===== src/rtl/cc_matrix_row_writer_if.sv =====
// ============================================================================
// Module      : cc_matrix_row_writer_if
// Description : Command, row-stream handshake and matrix-row bundle of the
//               8x8 game-matrix row writer.
// Revision    : 1.0
// ============================================================================
`default_nettype none

interface cc_matrix_row_writer_if #(
    parameter int MATRIXROWWRITER_DATAWIDTH = 8
);
    logic                                 CC_MATRIXROWWRITER_start_InHigh;
    logic                                 CC_MATRIXROWWRITER_clear_InHigh;
    logic [MATRIXROWWRITER_DATAWIDTH-1:0] CC_MATRIXROWWRITER_data_InBUS;
    logic                                 CC_MATRIXROWWRITER_valid_InHigh;
    logic                                 CC_MATRIXROWWRITER_ready_OutHigh;
    logic                                 CC_MATRIXROWWRITER_busy_OutHigh;
    logic                                 CC_MATRIXROWWRITER_done_OutHigh;
    logic [MATRIXROWWRITER_DATAWIDTH-1:0] CC_MATRIXROWWRITER_registro0_OutBUS;
    logic [MATRIXROWWRITER_DATAWIDTH-1:0] CC_MATRIXROWWRITER_registro1_OutBUS;
    logic [MATRIXROWWRITER_DATAWIDTH-1:0] CC_MATRIXROWWRITER_registro2_OutBUS;
    logic [MATRIXROWWRITER_DATAWIDTH-1:0] CC_MATRIXROWWRITER_registro3_OutBUS;
    logic [MATRIXROWWRITER_DATAWIDTH-1:0] CC_MATRIXROWWRITER_registro4_OutBUS;
    logic [MATRIXROWWRITER_DATAWIDTH-1:0] CC_MATRIXROWWRITER_registro5_OutBUS;
    logic [MATRIXROWWRITER_DATAWIDTH-1:0] CC_MATRIXROWWRITER_registro6_OutBUS;
    logic [MATRIXROWWRITER_DATAWIDTH-1:0] CC_MATRIXROWWRITER_registro7_OutBUS;

    modport master (
        output CC_MATRIXROWWRITER_start_InHigh,
        output CC_MATRIXROWWRITER_clear_InHigh,
        output CC_MATRIXROWWRITER_data_InBUS,
        output CC_MATRIXROWWRITER_valid_InHigh,
        input  CC_MATRIXROWWRITER_ready_OutHigh,
        input  CC_MATRIXROWWRITER_busy_OutHigh,
        input  CC_MATRIXROWWRITER_done_OutHigh,
        input  CC_MATRIXROWWRITER_registro0_OutBUS,
        input  CC_MATRIXROWWRITER_registro1_OutBUS,
        input  CC_MATRIXROWWRITER_registro2_OutBUS,
        input  CC_MATRIXROWWRITER_registro3_OutBUS,
        input  CC_MATRIXROWWRITER_registro4_OutBUS,
        input  CC_MATRIXROWWRITER_registro5_OutBUS,
        input  CC_MATRIXROWWRITER_registro6_OutBUS,
        input  CC_MATRIXROWWRITER_registro7_OutBUS
    );

    modport slave (
        input  CC_MATRIXROWWRITER_start_InHigh,
        input  CC_MATRIXROWWRITER_clear_InHigh,
        input  CC_MATRIXROWWRITER_data_InBUS,
        input  CC_MATRIXROWWRITER_valid_InHigh,
        output CC_MATRIXROWWRITER_ready_OutHigh,
        output CC_MATRIXROWWRITER_busy_OutHigh,
        output CC_MATRIXROWWRITER_done_OutHigh,
        output CC_MATRIXROWWRITER_registro0_OutBUS,
        output CC_MATRIXROWWRITER_registro1_OutBUS,
        output CC_MATRIXROWWRITER_registro2_OutBUS,
        output CC_MATRIXROWWRITER_registro3_OutBUS,
        output CC_MATRIXROWWRITER_registro4_OutBUS,
        output CC_MATRIXROWWRITER_registro5_OutBUS,
        output CC_MATRIXROWWRITER_registro6_OutBUS,
        output CC_MATRIXROWWRITER_registro7_OutBUS
    );
endinterface

`default_nettype wire


===== src/rtl/cc_matrix_row_writer.sv =====
// ============================================================================
// Module      : cc_matrix_row_writer
// Description : Loads the 8-row game matrix from a valid/ready stream or
//               clears it one row per cycle; rows are registered outputs.
// Revision    : 1.0
// ============================================================================
`default_nettype none

module cc_matrix_row_writer #(
    parameter int MATRIXROWWRITER_DATAWIDTH = 8
) (
    input  wire logic              CC_MATRIXROWWRITER_CLOCK_50,
    input  wire logic              CC_MATRIXROWWRITER_RESET_InLow,
    cc_matrix_row_writer_if.slave  bus
);

    localparam int c_num_rows = 8;

    typedef enum logic [1:0] {
        ST_IDLE  = 2'd0,
        ST_LOAD  = 2'd1,
        ST_CLEAR = 2'd2,
        ST_DONE  = 2'd3
    } state_t;

    state_t                               state_q, state_d;
    logic [2:0]                           ptr_q, ptr_d;
    logic [MATRIXROWWRITER_DATAWIDTH-1:0] rows_q [c_num_rows];
    logic [MATRIXROWWRITER_DATAWIDTH-1:0] rows_d [c_num_rows];

    always_ff @(posedge CC_MATRIXROWWRITER_CLOCK_50 or negedge CC_MATRIXROWWRITER_RESET_InLow) begin
        if (!CC_MATRIXROWWRITER_RESET_InLow) begin
            state_q <= ST_IDLE;
            ptr_q   <= 3'd0;
            for (int i = 0; i < c_num_rows; i++) begin
                rows_q[i] <= '0;
            end
        end else begin
            state_q <= state_d;
            ptr_q   <= ptr_d;
            for (int i = 0; i < c_num_rows; i++) begin
                rows_q[i] <= rows_d[i];
            end
        end
    end

    always_comb begin
        state_d = state_q;
        ptr_d   = ptr_q;
        for (int i = 0; i < c_num_rows; i++) begin
            rows_d[i] = rows_q[i];
        end

        case (state_q)
            ST_IDLE: begin
                // Clear has priority over start when both are requested.
                if (bus.CC_MATRIXROWWRITER_clear_InHigh) begin
                    state_d = ST_CLEAR;
                    ptr_d   = 3'd0;
                end else if (bus.CC_MATRIXROWWRITER_start_InHigh) begin
                    state_d = ST_LOAD;
                    ptr_d   = 3'd0;
                end
            end
            ST_LOAD: begin
                // ready is high throughout LOAD, so valid alone forms the handshake.
                if (bus.CC_MATRIXROWWRITER_clear_InHigh) begin
                    state_d = ST_CLEAR;
                    ptr_d   = 3'd0;
                end else if (bus.CC_MATRIXROWWRITER_valid_InHigh) begin
                    rows_d[ptr_q] = bus.CC_MATRIXROWWRITER_data_InBUS;
                    ptr_d         = ptr_q + 3'd1;
                    if (ptr_q == 3'd7) begin
                        state_d = ST_DONE;
                    end
                end
            end
            ST_CLEAR: begin
                rows_d[ptr_q] = '0;
                ptr_d         = ptr_q + 3'd1;
                if (ptr_q == 3'd7) begin
                    state_d = ST_DONE;
                end
            end
            ST_DONE: begin
                state_d = ST_IDLE;
            end
            default: begin
                state_d = ST_IDLE;
                ptr_d   = 3'd0;
            end
        endcase
    end

    assign bus.CC_MATRIXROWWRITER_ready_OutHigh    = (state_q == ST_LOAD);
    assign bus.CC_MATRIXROWWRITER_busy_OutHigh     = (state_q == ST_LOAD) || (state_q == ST_CLEAR);
    assign bus.CC_MATRIXROWWRITER_done_OutHigh     = (state_q == ST_DONE);
    assign bus.CC_MATRIXROWWRITER_registro0_OutBUS = rows_q[0];
    assign bus.CC_MATRIXROWWRITER_registro1_OutBUS = rows_q[1];
    assign bus.CC_MATRIXROWWRITER_registro2_OutBUS = rows_q[2];
    assign bus.CC_MATRIXROWWRITER_registro3_OutBUS = rows_q[3];
    assign bus.CC_MATRIXROWWRITER_registro4_OutBUS = rows_q[4];
    assign bus.CC_MATRIXROWWRITER_registro5_OutBUS = rows_q[5];
    assign bus.CC_MATRIXROWWRITER_registro6_OutBUS = rows_q[6];
    assign bus.CC_MATRIXROWWRITER_registro7_OutBUS = rows_q[7];

endmodule

`default_nettype wire

===== src/flat_wrapper.sv =====
// flat-port wrapper written by rule: the top's interface ports become plain ports
module cc_matrix_row_writer_flat 
#(
    parameter int MATRIXROWWRITER_DATAWIDTH = 8
)
  (CC_MATRIXROWWRITER_CLOCK_50, CC_MATRIXROWWRITER_RESET_InLow, bus_CC_MATRIXROWWRITER_start_InHigh, bus_CC_MATRIXROWWRITER_clear_InHigh, bus_CC_MATRIXROWWRITER_data_InBUS, bus_CC_MATRIXROWWRITER_valid_InHigh, bus_CC_MATRIXROWWRITER_ready_OutHigh, bus_CC_MATRIXROWWRITER_busy_OutHigh, bus_CC_MATRIXROWWRITER_done_OutHigh, bus_CC_MATRIXROWWRITER_registro0_OutBUS, bus_CC_MATRIXROWWRITER_registro1_OutBUS, bus_CC_MATRIXROWWRITER_registro2_OutBUS, bus_CC_MATRIXROWWRITER_registro3_OutBUS, bus_CC_MATRIXROWWRITER_registro4_OutBUS, bus_CC_MATRIXROWWRITER_registro5_OutBUS, bus_CC_MATRIXROWWRITER_registro6_OutBUS, bus_CC_MATRIXROWWRITER_registro7_OutBUS);
  cc_matrix_row_writer_if #(.MATRIXROWWRITER_DATAWIDTH(MATRIXROWWRITER_DATAWIDTH)) bus_i ();
  input  wire logic CC_MATRIXROWWRITER_CLOCK_50;
  input  wire logic CC_MATRIXROWWRITER_RESET_InLow;
  input wire logic [$bits(bus_i.CC_MATRIXROWWRITER_start_InHigh)-1:0] bus_CC_MATRIXROWWRITER_start_InHigh;
  input wire logic [$bits(bus_i.CC_MATRIXROWWRITER_clear_InHigh)-1:0] bus_CC_MATRIXROWWRITER_clear_InHigh;
  input wire logic [$bits(bus_i.CC_MATRIXROWWRITER_data_InBUS)-1:0] bus_CC_MATRIXROWWRITER_data_InBUS;
  input wire logic [$bits(bus_i.CC_MATRIXROWWRITER_valid_InHigh)-1:0] bus_CC_MATRIXROWWRITER_valid_InHigh;
  output wire logic [$bits(bus_i.CC_MATRIXROWWRITER_ready_OutHigh)-1:0] bus_CC_MATRIXROWWRITER_ready_OutHigh;
  output wire logic [$bits(bus_i.CC_MATRIXROWWRITER_busy_OutHigh)-1:0] bus_CC_MATRIXROWWRITER_busy_OutHigh;
  output wire logic [$bits(bus_i.CC_MATRIXROWWRITER_done_OutHigh)-1:0] bus_CC_MATRIXROWWRITER_done_OutHigh;
  output wire logic [$bits(bus_i.CC_MATRIXROWWRITER_registro0_OutBUS)-1:0] bus_CC_MATRIXROWWRITER_registro0_OutBUS;
  output wire logic [$bits(bus_i.CC_MATRIXROWWRITER_registro1_OutBUS)-1:0] bus_CC_MATRIXROWWRITER_registro1_OutBUS;
  output wire logic [$bits(bus_i.CC_MATRIXROWWRITER_registro2_OutBUS)-1:0] bus_CC_MATRIXROWWRITER_registro2_OutBUS;
  output wire logic [$bits(bus_i.CC_MATRIXROWWRITER_registro3_OutBUS)-1:0] bus_CC_MATRIXROWWRITER_registro3_OutBUS;
  output wire logic [$bits(bus_i.CC_MATRIXROWWRITER_registro4_OutBUS)-1:0] bus_CC_MATRIXROWWRITER_registro4_OutBUS;
  output wire logic [$bits(bus_i.CC_MATRIXROWWRITER_registro5_OutBUS)-1:0] bus_CC_MATRIXROWWRITER_registro5_OutBUS;
  output wire logic [$bits(bus_i.CC_MATRIXROWWRITER_registro6_OutBUS)-1:0] bus_CC_MATRIXROWWRITER_registro6_OutBUS;
  output wire logic [$bits(bus_i.CC_MATRIXROWWRITER_registro7_OutBUS)-1:0] bus_CC_MATRIXROWWRITER_registro7_OutBUS;
  assign bus_i.CC_MATRIXROWWRITER_start_InHigh = bus_CC_MATRIXROWWRITER_start_InHigh;
  assign bus_i.CC_MATRIXROWWRITER_clear_InHigh = bus_CC_MATRIXROWWRITER_clear_InHigh;
  assign bus_i.CC_MATRIXROWWRITER_data_InBUS = bus_CC_MATRIXROWWRITER_data_InBUS;
  assign bus_i.CC_MATRIXROWWRITER_valid_InHigh = bus_CC_MATRIXROWWRITER_valid_InHigh;
  assign bus_CC_MATRIXROWWRITER_ready_OutHigh = bus_i.CC_MATRIXROWWRITER_ready_OutHigh;
  assign bus_CC_MATRIXROWWRITER_busy_OutHigh = bus_i.CC_MATRIXROWWRITER_busy_OutHigh;
  assign bus_CC_MATRIXROWWRITER_done_OutHigh = bus_i.CC_MATRIXROWWRITER_done_OutHigh;
  assign bus_CC_MATRIXROWWRITER_registro0_OutBUS = bus_i.CC_MATRIXROWWRITER_registro0_OutBUS;
  assign bus_CC_MATRIXROWWRITER_registro1_OutBUS = bus_i.CC_MATRIXROWWRITER_registro1_OutBUS;
  assign bus_CC_MATRIXROWWRITER_registro2_OutBUS = bus_i.CC_MATRIXROWWRITER_registro2_OutBUS;
  assign bus_CC_MATRIXROWWRITER_registro3_OutBUS = bus_i.CC_MATRIXROWWRITER_registro3_OutBUS;
  assign bus_CC_MATRIXROWWRITER_registro4_OutBUS = bus_i.CC_MATRIXROWWRITER_registro4_OutBUS;
  assign bus_CC_MATRIXROWWRITER_registro5_OutBUS = bus_i.CC_MATRIXROWWRITER_registro5_OutBUS;
  assign bus_CC_MATRIXROWWRITER_registro6_OutBUS = bus_i.CC_MATRIXROWWRITER_registro6_OutBUS;
  assign bus_CC_MATRIXROWWRITER_registro7_OutBUS = bus_i.CC_MATRIXROWWRITER_registro7_OutBUS;
  cc_matrix_row_writer #(.MATRIXROWWRITER_DATAWIDTH(MATRIXROWWRITER_DATAWIDTH)) u_core (.CC_MATRIXROWWRITER_CLOCK_50(CC_MATRIXROWWRITER_CLOCK_50), .CC_MATRIXROWWRITER_RESET_InLow(CC_MATRIXROWWRITER_RESET_InLow), .bus(bus_i));
endmodule

===== config.mk =====
export PLATFORM = sky130hd
export DESIGN_NAME = cc_matrix_row_writer_flat
export DESIGN_NICKNAME = d
export VERILOG_FILES = /design/src/rtl/cc_matrix_row_writer_if.sv /design/src/rtl/cc_matrix_row_writer.sv /design/src/flat_wrapper.sv
export SDC_FILE = /design/constraint.sdc
export NUM_CORES = 1
export LEC_CHECK = 0
export CAP_MARGIN = 40
export CORE_MARGIN = 2
export CORE_UTILIZATION = 45
export DETAILED_ROUTE_END_ITERATION = 8
export PLACE_DENSITY = 0.84
export SLEW_MARGIN = 20
export SYNTH_ARGS = -nofsm -noshare
export SYNTH_HDL_FRONTEND = slang
export SYNTH_SLANG_ARGS = --single-unit

===== constraint.sdc =====
create_clock -name CC_MATRIXROWWRITER_CLOCK_50 -period 2.25 [get_ports CC_MATRIXROWWRITER_CLOCK_50]
set_clock_uncertainty 0.05 [all_clocks]
set_input_delay 0.45 -clock CC_MATRIXROWWRITER_CLOCK_50 [delete_from_list [all_inputs] [get_ports CC_MATRIXROWWRITER_CLOCK_50]]
set_output_delay 0.45 -clock CC_MATRIXROWWRITER_CLOCK_50 [all_outputs]
set_load 0.02 [all_outputs]

* Word level (Yosys, flattened, before mapping)
Index checks and enable logic that the tools add are counted.
Storage, ports and cells: register bits 69, bits in latches 0, bits in writable memories 0, ROM bits 0, input port bits 13, output and inout bits 67, memories 0
Operators by class: add/sub/neg operators 1, $mul 0, div/mod/pow operators 0, $lt $le $gt $ge 2, eq/ne operators 8, shift-type cells 0, multiplexer cells 17, bitwise logic cells 3, reductions and logical operators 8
Operator list (count):
- $mux 64 | 2
- $pmux 64 s2 | 1
- $and 64x64->64 | 1
- $bwmux 64 | 1
- $not 64->64 | 1
- $demux 8 s3 | 1
- $mux 3 | 4
- $mux 2 | 5
- $pmux 3 s3 | 1
- $mux 8 | 1
- $pmux 2 s4 | 1
- $ne 3x3->1 const B | 2
- $reduce_and 3->1 | 2
- $eq 2x2->1 const B | 2
- $ge 4x4->1 const B | 1
- $lt 4x1->1 const B | 1
- $ne 2x2->1 const B | 2
- $not 3->4 | 1
- $add 3x1->3 const B | 1
- $eq 3x3->1 const B | 1
- $reduce_bool 3->1 | 1
- $eq 2x1->1 const B | 1
- $logic_not 2->1 | 1
- $reduce_and 2->1 | 1
- other kinds (3) | 3

* Depth between registers and ports, before layout
depth in word-level cells 9, gate-level depth with buffers 6, depth with buffers taken out 6

* Worst setup path after synthesis
OpenSTA, ideal clock, no wires.
path kind register to register, start register u_core.state_q[1], end register u_core.rows_q, in the netlist u_core.bus.CC_MATRIXROWWRITER_registro0_OutBUS[0], setup time 0.125 ns, arrival 1.951 ns, slack 0.123 ns, stages on the path, launching flop included 7, path through dfrtp_1 > inv_1 > ha_1 > mux2i_4 > or4_1 > buf_6 > mux2_4
Between the ends: longest elaborated chain between the ends 3, elaborated cells between the ends (all ways) 7
RTL lines:
- from (decl) | line cc_matrix_row_writer.sv:26 | state_t state_q, state_d;
- from (signal assigned) | line cc_matrix_row_writer.sv:39 | state_q <= state_d;
- $eq 2x1->1 (*)
- named net bus_CC_MATRIXROWWRITER_ready_OutHigh | line flat_wrapper.sv:14 | output wire logic [$bits(bus_i.CC_MATRIXROWWRITER_ready_OutHigh)-1:0] bus_CC_MATRIXROWWRITER_ready_OutHigh;
- $ne 2x2->1 (no source line) or $reduce_bool 2->1 (tied branches)
- $reduce_and 3->1 (no source line)
- to (signal, indexed assignment) | line cc_matrix_row_writer.sv:42 | rows_q[i] <= rows_d[i];
- to (decl) | line cc_matrix_row_writer.sv:28 | logic [MATRIXROWWRITER_DATAWIDTH-1:0] rows_q [c_num_rows];
Mark *: on every way through the listed nets, which the timed path passes. The rest lies on a longest branch. A chain may end at the register's enable or synchronous reset.

* Worst setup path in the final report
start register u_core.state_q[1], end output port bus_CC_MATRIXROWWRITER_done_OutHigh
Between the ends: longest elaborated chain between the ends 1
RTL lines:
- $eq 2x2->1 | line cc_matrix_row_writer.sv:97 | assign bus.CC_MATRIXROWWRITER_done_OutHigh = (state_q == ST_DONE);
- to (decl) | line flat_wrapper.sv:16 | output wire logic [$bits(bus_i.CC_MATRIXROWWRITER_done_OutHigh)-1:0] bus_CC_MATRIXROWWRITER_done_OutHigh;
Every way passes these cells.

==> results.rst <==
.. list-table::
   :header-rows: 1

   * - Metric
     - Value
   * - Dominant combinational cell family by area after synthesis
     - multiplexers
   * - Part of the Yosys area used for sequential elements
     - between 50% and 60%
   * - Share of synthesized cell area in and, or, nand and nor gates
     - about 8%
   * - Dpl ws
     - -0.168 ns
   * - Area share of the largest cell type after synthesis
     - roughly three fifths
   * - Logic depth of the worst path, buffers included
     - 2
   * - Mux contribution to synthesized area
     - between 20% and 30%
   * - Power density cells
     - approximately 1300 nW/um2
   * - Antenna Cells
     - 0
   * - Total number of yosys warnings
     - 0
   * - Core Box Area
     - roughly 6300 um2
   * - Sum of met3 wire segment lengths after detailed routing
     - 292 um
   * - Gate count after technology mapping
     - about 190
   * - Top-level I/O count
     - 80
   * - Data arrival time of the critical path
     - ~1.7 ns
   * - Growth of design area from synthesis to finish
     - 42.4%
   * - Footprint of the multi-input gates
     - 1170 um2
   * - Share of the synthesized netlist area taken by xor and xnor gates
     - 0%
   * - Vias in the first global route
     - 1,995
   * - Final Slew Violations
     - 0
   * - Count of fill cells added during filler insertion
     - about 450
   * - Syn avg cell area
     - between 15 and 20 um2
   * - Largest net degree at the start of global routing
     - a little over 60
   * - Half-perimeter wire length of the detailed placement result
     - 4620 um
   * - Number of distinct library cells after synthesis
     - 30
   * - Fraction of final layout cells sized beyond drive strength 1
     - a little over a third
   * - Worst voltage drop across the vdd grid
     - 0.674 mV
   * - Detailed-route wire length per cell
     - 17.6 um
   * - Port Buffers
     - slightly below 80
   * - Uppermost layer routed
     - met4
   * - Vias
     - between 1,500 and 2,000
   * - Maximum clock path buffer count
     - 2
   * - Post-route setup slack
     - between 0.1 and 0.15 ns
   * - Crit path buf inv count
     - 1
   * - Aggregate routed wire length
     - around 6600 um
   * - Worst reg-to-reg path cell count
     - 7
   * - Remaining max-slew budget at the tightest pin
     - a little under three fifths
   * - Largest fanout on the critical path
     - 5
   * - Final Hold Vio Count
     - 0
   * - Cell area after synthesis
     - about 3000 um2
   * - Global-route wire length before repair
     - about 11,000 um
   * - Sequential Area
     - 1730 um2
   * - Clock-pin transition on the worst setup and hold timing paths
     - roughly 0.08 ns
   * - Fraction of the mapped netlist area in compound gates
     - between 2 and 3%
   * - Cell row count
     - 29
   * - Met1 routed wirelength after detailed routing
     - 3060 um
   * - TritonCTS Sinks
     - 69
   * - Adder-Cell Fraction of Synth Area
     - under 10%
   * - Largest area contributor in the netlist
     - dfrtp_1
   * - Remaining number of nets flagged by the antenna check after routing
     - 0
   * - Critical path class
     - flop to output port
   * - Commonest non-fill, non-tap cell in the layout
     - clkdlybuf4s50_1
   * - Highest cell delay on the worst timing path
     - approximately 0.63 ns
   * - Post-route minimum period
     - between 2 and 2.5 ns
   * - Result of the run
     - finished clean
   * - Required time at the endpoint of the critical path
     - about 1.8 ns
   * - Initial antenna violation count
     - 0
   * - Largest delay contributor family on the critical path
     - buffers and inverters
   * - Number of vias per cell
     - a little over 5
   * - Number of maximum-capacitance violations
     - 0
   * - Design area
     - between 4000 and 5000 um2
   * - Die Span Y
     - about 85 um
   * - Path type of the worst min-delay path
     - input pin to asynchronous set/reset pin
   * - Slew at the pin closest to its max-slew limit
     - about 0.64 ns
   * - Number of setup violations in the final report
     - 0
   * - Flip-flop and latch count after synthesis
     - slightly below 70
   * - Layout net count
     - between 300 and 400
   * - Detailed router's first-iteration violation count
     - a little over 50
   * - GRT overflow
     - 0
   * - Gr usage total
     - between 15 and 20%
   * - Post-route fraction of the period consumed by the critical path
     - 95.4%
   * - Critical path, cell by cell
     - ha_1 > clkdlybuf4s50_1
   * - Startpoint types
     - flop
   * - Effective utilization at floorplan
     - between 40% and 50%
   * - Static leakage
     - about 2 nW
   * - First drt pass iteration count
     - 4
   * - Net count of the mapped netlist
     - 210
   * - Dominant cells by area after synthesis
     - dfrtp_1 59%, mux2_2 21%, mux2_4 4.1%, ha_1 2.6%, nor4b_4 2.4%
   * - Most frequent cells in the layout
     - 76 x clkdlybuf4s50_1, 69 x dfrtp_1, 56 x mux2_2, 17 x buf_4, 11 x clkbuf_8
   * - Post-placement cell area
     - just under 4000 um2
   * - Worst skew pair latency
     - approximately 0.34 ns
   * - Die area
     - 7190 um2
   * - Detail Route met2 WL
     - 3110 um
   * - Number of H-tree branching levels
     - 3
   * - Library cell contributing the largest single delay on the critical path
     - clkdlybuf4s50_1
   * - DRC violations left
     - 0
   * - Maximum frequency from static timing analysis
     - around 0.47 GHz
   * - Horizontal extent of the die
     - 84.8 um
   * - CTS tree
     - yes
   * - CTS buffer count
     - 9
   * - Root Buffer Master
     - clkbuf_8
   * - Setup repair after global routing missed its margin
     - false
   * - Sort of element at the end of the critical path
     - output port
   * - Weighted congestion reported at the end of routability-driven placement
     - approximately 0.76
-- synth_stat cells (all sizes together) --
cell      n
dfrtp    69
mux2     64
mux2i     1
nor4b     3
or2       1
o21ai     4
nand2b    1
nor2b    10
or2b      1
a21o      1
o31a      1
nor4      1
nand2     2
clkbuf    3
a21oi     2
buf       4
nor3      3
nor2      1
or4       1
a211oi    1
nor3b     1
o31ai     2
inv       5
nor4bb    2
ha        6
a2bb2oi   1
-- final timing paths --
path / startpoint / endpoint / slack [ns]
max: u_core.state_q[1] / bus_CC_MATRIXROWWRITER_done_OutHigh / 0.10
max reg2reg: u_core.state_q[1] / flop / 0.19
min in group CC_MATRIXROWWRITER_CLOCK_50: flop / flop / 0.46
min reg2reg: flop / flop / 0.46
min: CC_MATRIXROWWRITER_RESET_InLow / asynchronous set/reset pin / 0.46
max in group asynchronous: CC_MATRIXROWWRITER_RESET_InLow / asynchronous set/reset pin / 1.10
-- metrics by stage --
step                TNS (ns)  total power [mW]  util, %  cells  hold WS [ns]
finish                     0              5.45     65.9    376         0.458
global route               0              5.74     65.9    376         0.469
CTS                        0              5.51     65.9    376         0.458
detailed placement     -7.18              4.45     62.4    359         0.281
global placement       -5.92              4.37     62.4    359         0.285
floorplan                  0              3.29        -    191         0.104
-- metal layers --
metal,GRT usage (%),vias up
met4,9.52,0
met5,0,-
met2,30.4,58
met3,4.28,9
li1,-,894
met1,26.3,973
-- power by group --
group          total, mW  switching (mW)  internal [mW]  leakage (nW)
logic               2.53            1.21           1.32         0.905
clock network       1.06           0.477          0.579         0.107
registers           1.87           0.267           1.60         0.933
-- area by class of cell --
type	count	area share (%)
clock inverters	4	1.35
repair buffers	99	23.0
well taps	77	2.30
clock buffers	12	3.71
flip-flops and latches	69	41.3
multi-input cells	110	28.0
inverters	5	0.449
-- sequential cells by signal (all words and copies together), names as in the netlist --
signal / count
u_core.bus.CC_MATRIXROWWRITER_registro0_OutBUS: 8
u_core.bus.CC_MATRIXROWWRITER_registro1_OutBUS: 8
u_core.bus.CC_MATRIXROWWRITER_registro2_OutBUS: 8
u_core.bus.CC_MATRIXROWWRITER_registro3_OutBUS: 8
u_core.bus.CC_MATRIXROWWRITER_registro4_OutBUS: 8
u_core.bus.CC_MATRIXROWWRITER_registro5_OutBUS: 8
u_core.bus.CC_MATRIXROWWRITER_registro6_OutBUS: 8
u_core.bus.CC_MATRIXROWWRITER_registro7_OutBUS: 8
u_core.ptr_q: 3
u_core.state_q: 2
-- logic make-up (layout without fill, tap and decap cells) --
kind of cell,count (synthesis),count (layout)
buf+inv,12,120
simple gates,27,27
fa+ha+maj,6,6
compound gates,12,12
flops,69,69
mux,65,65
-- timing repair --
item | 4_1_cts | 5_1_grt
hold buffers | 1 | 0
hold endpoints to repair | 9 | 0
buffers inserted | 0 | 0
resized for setup | 2 | 0
endpoints found under the setup margin | 2 | 0
Note: power is estimated with default switching activity, not from simulation.
==> RTL change: new RTL, same flow settings <==
Make the reset (`CC_MATRIXROWWRITER_RESET_InLow`) synchronous in one clocked block.
--- a/src/rtl/cc_matrix_row_writer.sv
+++ b/src/rtl/cc_matrix_row_writer.sv
@@ -28,7 +28,7 @@
     logic [MATRIXROWWRITER_DATAWIDTH-1:0] rows_q [c_num_rows];
     logic [MATRIXROWWRITER_DATAWIDTH-1:0] rows_d [c_num_rows];
 
-    always_ff @(posedge CC_MATRIXROWWRITER_CLOCK_50 or negedge CC_MATRIXROWWRITER_RESET_InLow) begin
+    always_ff @(posedge CC_MATRIXROWWRITER_CLOCK_50) begin
         if (!CC_MATRIXROWWRITER_RESET_InLow) begin
             state_q <= ST_IDLE;
             ptr_q   <= 3'd0;
Behaviour: differs if CC_MATRIXROWWRITER_RESET_InLow is asserted again (counterexample within 4 cycles, from zero or initial values and one cycle with CC_MATRIXROWWRITER_RESET_InLow low); with CC_MATRIXROWWRITER_RESET_InLow held inactive, the same outputs for 10 cycles.
==> RTL change against the original RTL <==
Global-route usage up 1.2 points. Critical path depth unchanged. Register-to-register slack better by 0.02 ns. Worst setup slack worse by 0.036 ns. Synthesized area down 7.2%. Hold slack worse by 0.050 ns. Sequential cell count unchanged. Wire length up 0.68%. Final area down 8.4%. Critical path type unchanged.
Power is not compared: it rests on default switching activity, and its combinational part moved more than twofold at a synthesized area within 25%.
==> RTL change: results (changes against the original RTL) <==
| Metric | Value |
|---|---|
| Outcome | complete, no violations |
| Post-synth top cells | 73 x nand2_1, 69 x dfxtp_1, 64 x mux2i_1 |
| R2r startpoint | u_core.state_q[1]$_SDFFE_PN0P_ |
| LEAKAGE | 1.56 nW |
| FILL cells | 494 (+8.8%) |
| Gpl congestion | 0.790 (+4.4%) |
| R2R setup slack | 0.21 ns (+0.02 ns) |
| Met1 Use GR | 27.8% (+1.5 points) |
| HP Class | flip-flop to flip-flop |
| Met2 routed WL | 3190 microns (+2.6%) |
| Gr usage total | 20.8% (+1.2 points) |
| Share of cells above drive strength 1 | 9.80% (-26 points) |
| M2 GR Usage | 33.0% (+2.7 points) |
| Routing usage on met3 | 3.08% (-1.2 points) |
| Top post-synthesis cells by area | dfxtp_1 51%, mux2i_1 23%, nand2_1 10% |
| Largest net degree at the start of global routing | 39 (-36%) |
| Critical Path AT | 1.68 ns (+0.03 ns) |
| Root Driver | clkbuf_8 |
| Syn nets | 287 (+37%) |
| Worst Tran Pin Value | 0.469 ns (-0.168 ns) |
| Iteration-0 DRC Markers | 109 (+110%) |
| Seq/Total Area, Yosys | 50.6% (-8.1 points) |
| First-pass GRT wire length | 10400 microns (-1.6%) |
| Post-synthesis async set-or-reset flop share | 0% (-100 points) |
| Critical Path Source | u_core.state_q[1]$_SDFFE_PN0P_ |
| Drt wl/cell | 15.4 microns (-12%) |
| M1 wire length | 3060 microns (about the same) |
| Count of different cell masters after synthesis | 32 (+6.7%) |
| Number of global-route vias before repair | 2039 (+2.2%) |
| Final #Nets | 371 (+19%) |
| Vias | 2174 (+12%) |
## RTL change: cell count changes in the layout (fill, tap and decap cells not counted), sizes merged, moves of 10 or more
cell / delta
buf: -10
dfrtp: -69
dfxtp: +69
mux2: -64
mux2i: +63
nand2: +72
## RTL change: cell families (layout without fill, tap and decap cells)
| group | count (synthesis) | in the layout | share of synthesized area (%) |
|---|---|---|---|
| compound gates | 13 | 13 | 3.26 |
| fa+ha+maj | 6 | 6 | 2.75 |
| buf+inv | 19 | 108 | 3.03 |
| simple gates | 97 | 97 | 16.9 |
| flops | 69 | 69 | 50.6 |
| mux | 64 | 64 | 23.5 |
## RTL change: cell type report
cell class | count | area [sq um] | area share, %
flip-flops and latches | 69 | 1380 | 36.0
clock inverters | 6 | 87.6 | 2.28
multi-input cells | 180 | 1260 | 33.0
inverters | 4 | 15.0 | 0.392
repair buffers | 88 | 863 | 22.5
clock buffers | 10 | 128 | 3.33
well taps | 75 | 93.8 | 2.45
## RTL change: metrics by stage
step	instance area [sq um]	setup WS, ns	instances	hold slack, ns	total power, mW
detailed placement	3620	0.106	416	0.396	1.61
global route	3830	0.0220	432	0.421	2.75
CTS	3830	0.0522	432	0.412	2.68
global placement	3620	0.203	416	0.394	1.60
finish	3830	0.0679	432	0.409	2.67
floorplan	2730	0.378	268	0.445	1.48
## RTL change: timing repair
item                       4_1_cts  5_1_grt
setup endpoints to repair        2        0
buffers inserted                 0        0
gates resized for setup          2        0
hold endpoints to repair         0        0
## RTL change: worst register-to-register path: stages, from the launching register on
cell,delay (ns)
dfxtp_1,0.42
inv_1,0.09
ha_1,0.29
nand2b_1,0.20
a21bo_2,0.26
nor3b_1,0.22
buf_4,0.22
mux2i_1,0.22
